File: config.mk
export PLATFORM = sky130hd
export DESIGN_NAME = lcd_spi_tx
export DESIGN_NICKNAME = d
export VERILOG_FILES = /design/src/rtl/lcd_spi_tx.sv
export SDC_FILE = /design/constraint.sdc
export NUM_CORES = 1
export LEC_CHECK = 0
export CAP_MARGIN = 20
export CORE_MARGIN = 5
export CORE_UTILIZATION = 40
export CTS_CLUSTER_DIAMETER = 150
export DETAILED_ROUTE_END_ITERATION = 16
export GPL_TIMING_DRIVEN = 0
export SYNTH_ARGS = -nofsm -noshare
export SYNTH_HDL_FRONTEND = slang
export SYNTH_SLANG_ARGS = --single-unit
File: constraint.sdc
create_clock -name clk -period 2.65 [get_ports clk]
set_clock_uncertainty 0.15 [all_clocks]
set_input_delay 0.6625 -clock clk [delete_from_list [all_inputs] [get_ports clk]]
set_output_delay 0.6625 -clock clk [all_outputs]
set_load 0.005 [all_outputs]
File: src/rtl/lcd_spi_tx.sv
// rtl/lcd_spi_tx.sv - display-side SPI mode-0 transmitter draining a first-word-fall-through FIFO
module lcd_spi_tx #(
    parameter int CLK_DIV = 2
) (
    input  logic       clk,
    input  logic       rst,
    input  logic [8:0] fifo_data,
    input  logic       fifo_empty,
    output logic       fifo_pull,
    output logic       sclk,
    output logic       mosi,
    output logic       dc,
    output logic       cs_n,
    output logic       busy
);
    localparam int DW = $clog2(CLK_DIV) + 1;
    localparam logic [DW-1:0] DIV_LAST = DW'(CLK_DIV - 1);

    typedef enum logic [1:0] {IDLE, SHIFT, HOLD} state_t;

    state_t        state;
    logic [DW-1:0] div;
    logic [2:0]    bit_cnt;
    logic [7:0]    shreg;
    logic          phase_end;
    logic          byte_end;

    assign phase_end = (div == DIV_LAST);
    // Last high phase of bit 0: the only point inside a frame where a new word may be taken.
    assign byte_end  = (state == SHIFT) && sclk && phase_end && (bit_cnt == 3'd7);
    assign fifo_pull = !rst && !fifo_empty && ((state == IDLE) || byte_end);
    assign busy      = (state != IDLE);

    always_ff @(posedge clk or posedge rst) begin
        if (rst) begin
            state   <= IDLE;
            div     <= '0;
            bit_cnt <= 3'd0;
            shreg   <= 8'd0;
            sclk    <= 1'b0;
            mosi    <= 1'b0;
            dc      <= 1'b0;
            cs_n    <= 1'b1;
        end else if (fifo_pull) begin
            state   <= SHIFT;
            shreg   <= fifo_data[7:0];
            dc      <= fifo_data[8];
            mosi    <= fifo_data[7];
            cs_n    <= 1'b0;
            sclk    <= 1'b0;
            bit_cnt <= 3'd0;
            div     <= '0;
        end else begin
            case (state)
                IDLE: begin
                    cs_n <= 1'b1;
                    sclk <= 1'b0;
                end
                SHIFT: begin
                    if (!phase_end) begin
                        div <= div + 1'b1;
                    end else begin
                        div <= '0;
                        if (!sclk) begin
                            sclk <= 1'b1;
                        end else if (bit_cnt != 3'd7) begin
                            sclk    <= 1'b0;
                            bit_cnt <= bit_cnt + 3'd1;
                            shreg   <= {shreg[6:0], 1'b0};
                            mosi    <= shreg[6];
                        end else begin
                            // FIFO ran dry at byte end: hold cs_n low one more phase.
                            state <= HOLD;
                            sclk  <= 1'b0;
                        end
                    end
                end
                HOLD: begin
                    if (!phase_end) begin
                        div <= div + 1'b1;
                    end else begin
                        div   <= '0;
                        state <= IDLE;
                        cs_n  <= 1'b1;
                    end
                end
                default: state <= IDLE;
            endcase
        end
    end
endmodule

==> results by group <==
Floorplan
  • Core area: between 2000 and 3000 um^2
  • Die area: 3900 um^2
  • Chip height: 62.4 um
  • Num rows: 19
  • Io pins: 18
  • Starting Density: 40.9%
  • Die Width: 62.4 um

STA
  • WHS: 357 ps
  • Unrepaired setup endpoints after global routing: no
  • Tcrit/Tclk final: between 90% and 100%
  • Slew HR: approximately half
  • Hold Vio Cnt, Final: 0
  • Worst-Margin Slew: 723 ps
  • Setup violations, final: 0
  • Fmax: 391 MHz
  • Fin crit period: 2560 ps
  • Pins Over Slew Limit: 0

Drt
  • Vias: 879
  • DRC viols: 0
  • Drt wl/cell: 16.2 um
  • TritonRoute pass-1 iters: 4
  • DR iter-0 viols: 57
  • Via density per instance: 5.53
  • DRT Wirelength: 2570 um
  • Detail Route Antenna Nets: 0

Run status
  • Status: complete, no violations

Critical path
  • Worst setup SP type: register
  • Reg-to-reg setup timing slack: 630 ps
  • CP Class: reg -> out
  • CP arrival: between 1500 and 2000 ps
  • CP Max Fanout: 4
  • Critical Path RT: 1840 ps
  • CP endpoint kind: primary output

Finish
  • Area of the multi-input gates: 606 um^2
  • Most frequent cells in the layout: 17 x dfrtp_1, 14 x clkdlybuf4s50_1
  • Share of cells above drive strength 1: 21.9%
  • Most common cell after layout, fill and taps aside: dfrtp_1
  • Fillers: around 250
  • Net count reported at finish: 146
  • Seq. cell area: around 450 um^2
  • # diodes: 0
  • P&R area growth vs syn: 29.7%

Global route
  • First-pass GRT wire length: between 4000 and 5000 um
  • Total track usage: ~14%
  • Pin count of the biggest net entering global routing: 19
  • Gr ovfl total: 0
  • Vias in the first global route: 955
  • Initial antenna violation count: 0

Synthesis
  • YS warnings: 0
  • Register area share after synthesis: 41.1%
  • Yosys cell types: 36
  • Syn Nets: 117
  • Number of synthesized register bits: 18
  • Gate count after technology mapping: 100
  • Netlist Area Pre-Place: 1100 um^2
  • Mapped Avg Cell Area: 11.0 um^2

Job
  • Maxcap violations: 0

Place
  • Port Buf Inserts: 17
  • RePlAce Congestion: ~0.76
  • Post-DP HPWL: around 1700 um

Clock network
  • Clock latency at the later pin of the worst-skew pair: 300 ps
  • Total CTS buffers: 3
  • CTS root buffer: clkbuf_4
  • TritonCTS clock tree: yes
  • Worst-path clk slew: 110 ps
  • CTS max path bufs: 2
  • Htree depth: 1
  • CTS sink cnt: 18

Power
  • Leak pwr: 0.604 nW
  • Pwr Density: between 800 and 900 nW/um^2
  • VDD IR max: roughly 0.47 mV
  • Power consumption: 1.26 mW

Min path
  • Worst Hold Class: reg -> reg
## routing by layer
metal  wire, um  up-vias  GRT usage (%)
met3        121        2           3.42
met4         16        0           6.10
met2       1210       28           20.7
met5          0        -              0
li1           -      435              -
met1       1220      414           18.2
## metrics by stage
step	TNS [ps]	utilization, %	cells	cell area [um^2]	setup WS (ps)
after floorplan	0	-	100	1100	579
after global placement	-811	48.7	148	1310	-780
after detailed placement	-740	48.7	148	1310	-740
after CTS	0	52.3	158	1400	33.9
after global routing	0	53.1	159	1430	9.02
final	0	53.1	159	1430	90.4
## cells by family (layout without fill, tap and decap cells)
group | Yosys count | after routing | synth area share (%)
compound gates | 37 | 37 | 26.4
simple gates | 19 | 19 | 12.3
flops | 18 | 18 | 41.1
buf+inv | 12 | 40 | 6.03
mux | 8 | 8 | 7.74
fa+ha+maj | 5 | 5 | 5.69
xor+xnor | 1 | 1 | 0.797
## cell usage after synthesis (all sizes together)
cell,n,area (um^2)
dfrtp,17,425
a221oi,7,61.3
a2bb2oi,7,61.3
mux2i,7,70.1
nor2b,7,43.8
inv,6,25.0
o21ai,6,30.0
buf,5,36.3
ha,5,62.6
nor2,5,18.8
a211oi,2,15.0
a21oi,2,21.3
a31oi,2,12.5
nor3b,2,31.3
o211a,2,20.0
o21a,2,15.0
o31ai,2,15.0
a21boi,1,7.51
a22o,1,8.76
and4b,1,13.8
clkbuf,1,5.00
dfstp,1,26.3
mux2,1,15.0
nand2b,1,6.26
nand4b,1,8.76
nor3,1,5.00
o211ai,1,7.51
o22ai,1,6.26
o31a,1,8.76
or3,1,7.51
xnor2,1,8.76
## report_power, final
part | switching (mW) | internal [mW]
combinational | 0.249 | 0.350
sequential | 0.0893 | 0.398
clock | 0.0918 | 0.0838
## layout make-up
cell class,instances,share of cell area (%)
timing repair buffer,24,15.4
multi-input combinational,70,42.5
clock buffer,4,2.54
buffer,6,3.51
inverter,6,1.75
tap,31,2.72
sequential,18,31.7
## flip-flops by register name (all words and copies together), names as in the netlist
| register | cells |
|---|---|
| bit_cnt | 3 |
| cs_n | 1 |
| dc | 1 |
| div | 2 |
| mosi | 1 |
| sclk | 1 |
| shreg | 7 |
| state | 2 |
## path summary, 6_finish.rpt
kind                                  from          to  cells after the start
worst max-delay path            bit_cnt[0]   fifo_pull                      6
min in group asynchronous              rst  bit_cnt[2]                      2
worst min register to register    shreg[0]    shreg[0]                      1
worst min-delay path              shreg[0]    shreg[0]                      1
max in group asynchronous              rst    shreg[0]                      2
worst max register to register  bit_cnt[1]  bit_cnt[2]                      7
## worst max-delay path: stages, from the launching register on
cell	delay (ps)
dfrtp_1	410
ha_2	190
ha_2	170
nor3b_4	160
a21oi_4	200
inv_4	60
dlygate4sd2_1	260
## timing repair
item,CTS,global route
gates cloned,0,0
gates resized for setup,8,3
setup endpoints to repair,1,1
buffers inserted,6,1
endpoints found under the hold margin,0,0
pin swaps,2,1
hold buffers,0,0
Power figures use the tool's default switching activity.
==> patch: new RTL, same settings <==
Re-encode `state_t` (3 states) as one-hot, 3 bits wide.
--- a/src/rtl/lcd_spi_tx.sv
+++ b/src/rtl/lcd_spi_tx.sv
@@ -16,7 +16,7 @@
     localparam int DW = $clog2(CLK_DIV) + 1;
     localparam logic [DW-1:0] DIV_LAST = DW'(CLK_DIV - 1);
 
-    typedef enum logic [1:0] {IDLE, SHIFT, HOLD} state_t;
+    typedef enum logic [2:0] {IDLE = 3'b001, SHIFT = 3'b010, HOLD = 3'b100} state_t;
 
     state_t        state;
     logic [DW-1:0] div;
Behaviour: same outputs for any inputs over 10 cycles, from zero or initial values and one cycle with rst high; not proved beyond that.
==> patch against the original RTL <==
Register-to-register slack improved by 0.04 ns. Routed wire length fell by 22%. Sequential cell count rose by 1. Cell area fell by 9.7%. Area after synthesis fell by 9.6%. Setup slack got worse by 0.050 ns. Maximum frequency fell by 1.9%. Critical endpoint unchanged.
Power is not compared: it rests on default switching activity, and its combinational part moved more than twofold at a synthesized area within 25%.
==> patch: results (changes against the original RTL) <==
- Outcome: completed
- Dpl hpwl: 1440 µm (-14%)
- Share of cells above drive strength 1: 0.203 (-0.0155)
- Crit-path max FO: 2 (-2)
- Diodes inserted: 0 (unchanged)
- Routability Congestion: 0.725 (-4.6%)
- Placed cells: 144 (-2.7%)
- Max Root-Sink Buffers: 2 (unchanged)
- Avg Vias per Cell: 5.19 (-6.1%)
- Ys flop type: dfrtp_1
- Total Routing Usage GR: 0.123 (-0.0137)
- TritonRoute pass-1 iters: 4 (unchanged)
- Post-synthesis cell count: 97 (-3.0%)
- Worst EP arrival: 1.80 ns (+0.05 ns)
- Syn_nets: 111 (-5.1%)
- Worst vdd ir: 311 µV
- Largest net degree at the start of global routing: 20 (+1)
- Largest regs: shreg: 7 flops, bit_cnt: 3 flops, state: 3 flops
- Largest cells by area after synthesis: dfrtp_1, mux2i_1, a21oi_1
- Synth cell count leaders: dfrtp_1, a21oi_1, mux2i_1, nor2_1
- Number of CTS-inserted buffers: 3 (unchanged)
- Final WL: 1990 µm (-22%)
- CTS Root Cell: clkbuf_4
- Library cells used by synthesis: 31 (-14%)
- Clk_lat worst skew: 0.30 ns (about the same)
- Leak: 0.577 nW
- Initial antenna violation count: 0 (unchanged)
- Final setup vio count: 0 (unchanged)
- CTS H-tree lvls: 1 (unchanged)
- Fraction of registers with async set/reset: 1.00 (unchanged)
- Reg clk slew, reported paths: 0.11 ns (about the same)
- Max_slew headroom: 0.514 (-0.00350)
- Register area share after synthesis: 0.481 (+0.0698)
- DRT iter0 DRCs: 10 (-82%)
- Port Buffers: 17 (unchanged)
- First-pass GRT wire length: 3360 µm (-22%)
- Fill count: 248 (+1.2%)
- Placed Instance Area: 1200 µm² (-8.1%)
- Vias in the first global route: 825 (-14%)
- HP Class: flip-flop to flip-flop
- Post-Layout Cell Count: 153 (-3.8%)
==> patch: cell count changes after synthesis, sizes merged, moves of 4 or more <==
cell,delta
a21oi,+10
a221oi,-7
a2bb2oi,-7
nand2,+5
nor2b,-4
nor3,+4
==> patch: cells by family after synthesis <==
group / Yosys count / share of synthesized area
and+or+nand+nor: 33 / 0.186
adders and majority gates: 2 / 0.0252
DFF: 19 / 0.481
buffers and inverters: 11 / 0.0579
AOI/OAI and AO/OA: 22 / 0.151
muxes: 8 / 0.0818
xor gates and xnor gates: 2 / 0.0176
==> patch: final timing paths <==
| path | start | depth (start not counted) | slack [ns] | end |
|---|---|---|---|---|
| max | fifo_empty | 5 | 0.04 | fifo_pull |
| min | dc | 1 | 0.35 | dc |
| max reg2reg | state[0] | 7 | 0.67 | shreg[6] |
| min reg2reg | dc | 1 | 0.35 | dc |
| max in group asynchronous | rst | 2 | 1.41 | div[0] |
| min in group asynchronous | rst | 2 | 0.48 | state[2] |
==> patch: final cells by class <==
type / instances / area [µm²] / area share
plain buffers: 4 / 31.3 / 0.0243
clock buffers: 3 / 22.5 / 0.0175
clock inverters: 1 / 5.00 / 0.00389
inverters: 6 / 25.0 / 0.0194
multi-input cells: 67 / 474 / 0.368
flip-flops and latches: 19 / 478 / 0.371
well taps: 30 / 37.5 / 0.0292
repair buffers: 23 / 214 / 0.166
==> patch: per-layer routing <==
layer  wire (µm)  share of wire  track usage  vias up
li1            -              -            -      389
met3          96          0.048       0.0216        2
met2        1050           0.53        0.222       15
met4          20          0.010       0.0475        0
met1         823           0.41        0.142      388
met5           0              0            0        -
==> patch: per-stage QoR <==
step | setup slack [ns] | utilization
2_1_floorplan | 0.371 | -
3_3_place_gp | -0.675 | 0.494
3_5_place_dp | -0.699 | 0.494
4_1_cts | 0.0104 | 0.523
5_1_grt | 0.0105 | 0.529
6_report | 0.0405 | 0.529
==> patch: power groups by stage <==
stage | Combinational, mW | Sequential, mW | Clock (mW)
after floorplan | 0.110 | 0.367 | 0
after detailed placement | 0.178 | 0.373 | 0
after CTS | 0.188 | 0.367 | 0.156
after global placement | 0.175 | 0.371 | 0
after global routing | 0.208 | 0.374 | 0.166
final | 0.188 | 0.367 | 0.148
==> patch: critical path: stages <==
cell and delay (ns):
dlygate4sd2_1 0.24, or3_4 0.39, or2_4 0.26, inv_4 0.05, clkdlybuf4s15_2 0.19
==> patch: what timing repair did <==
action                     in CTS  in global routing
setup buffers                   5                  1
setup endpoints to repair       2                  2
resized for setup               8                  2
pin swaps                       3                  1
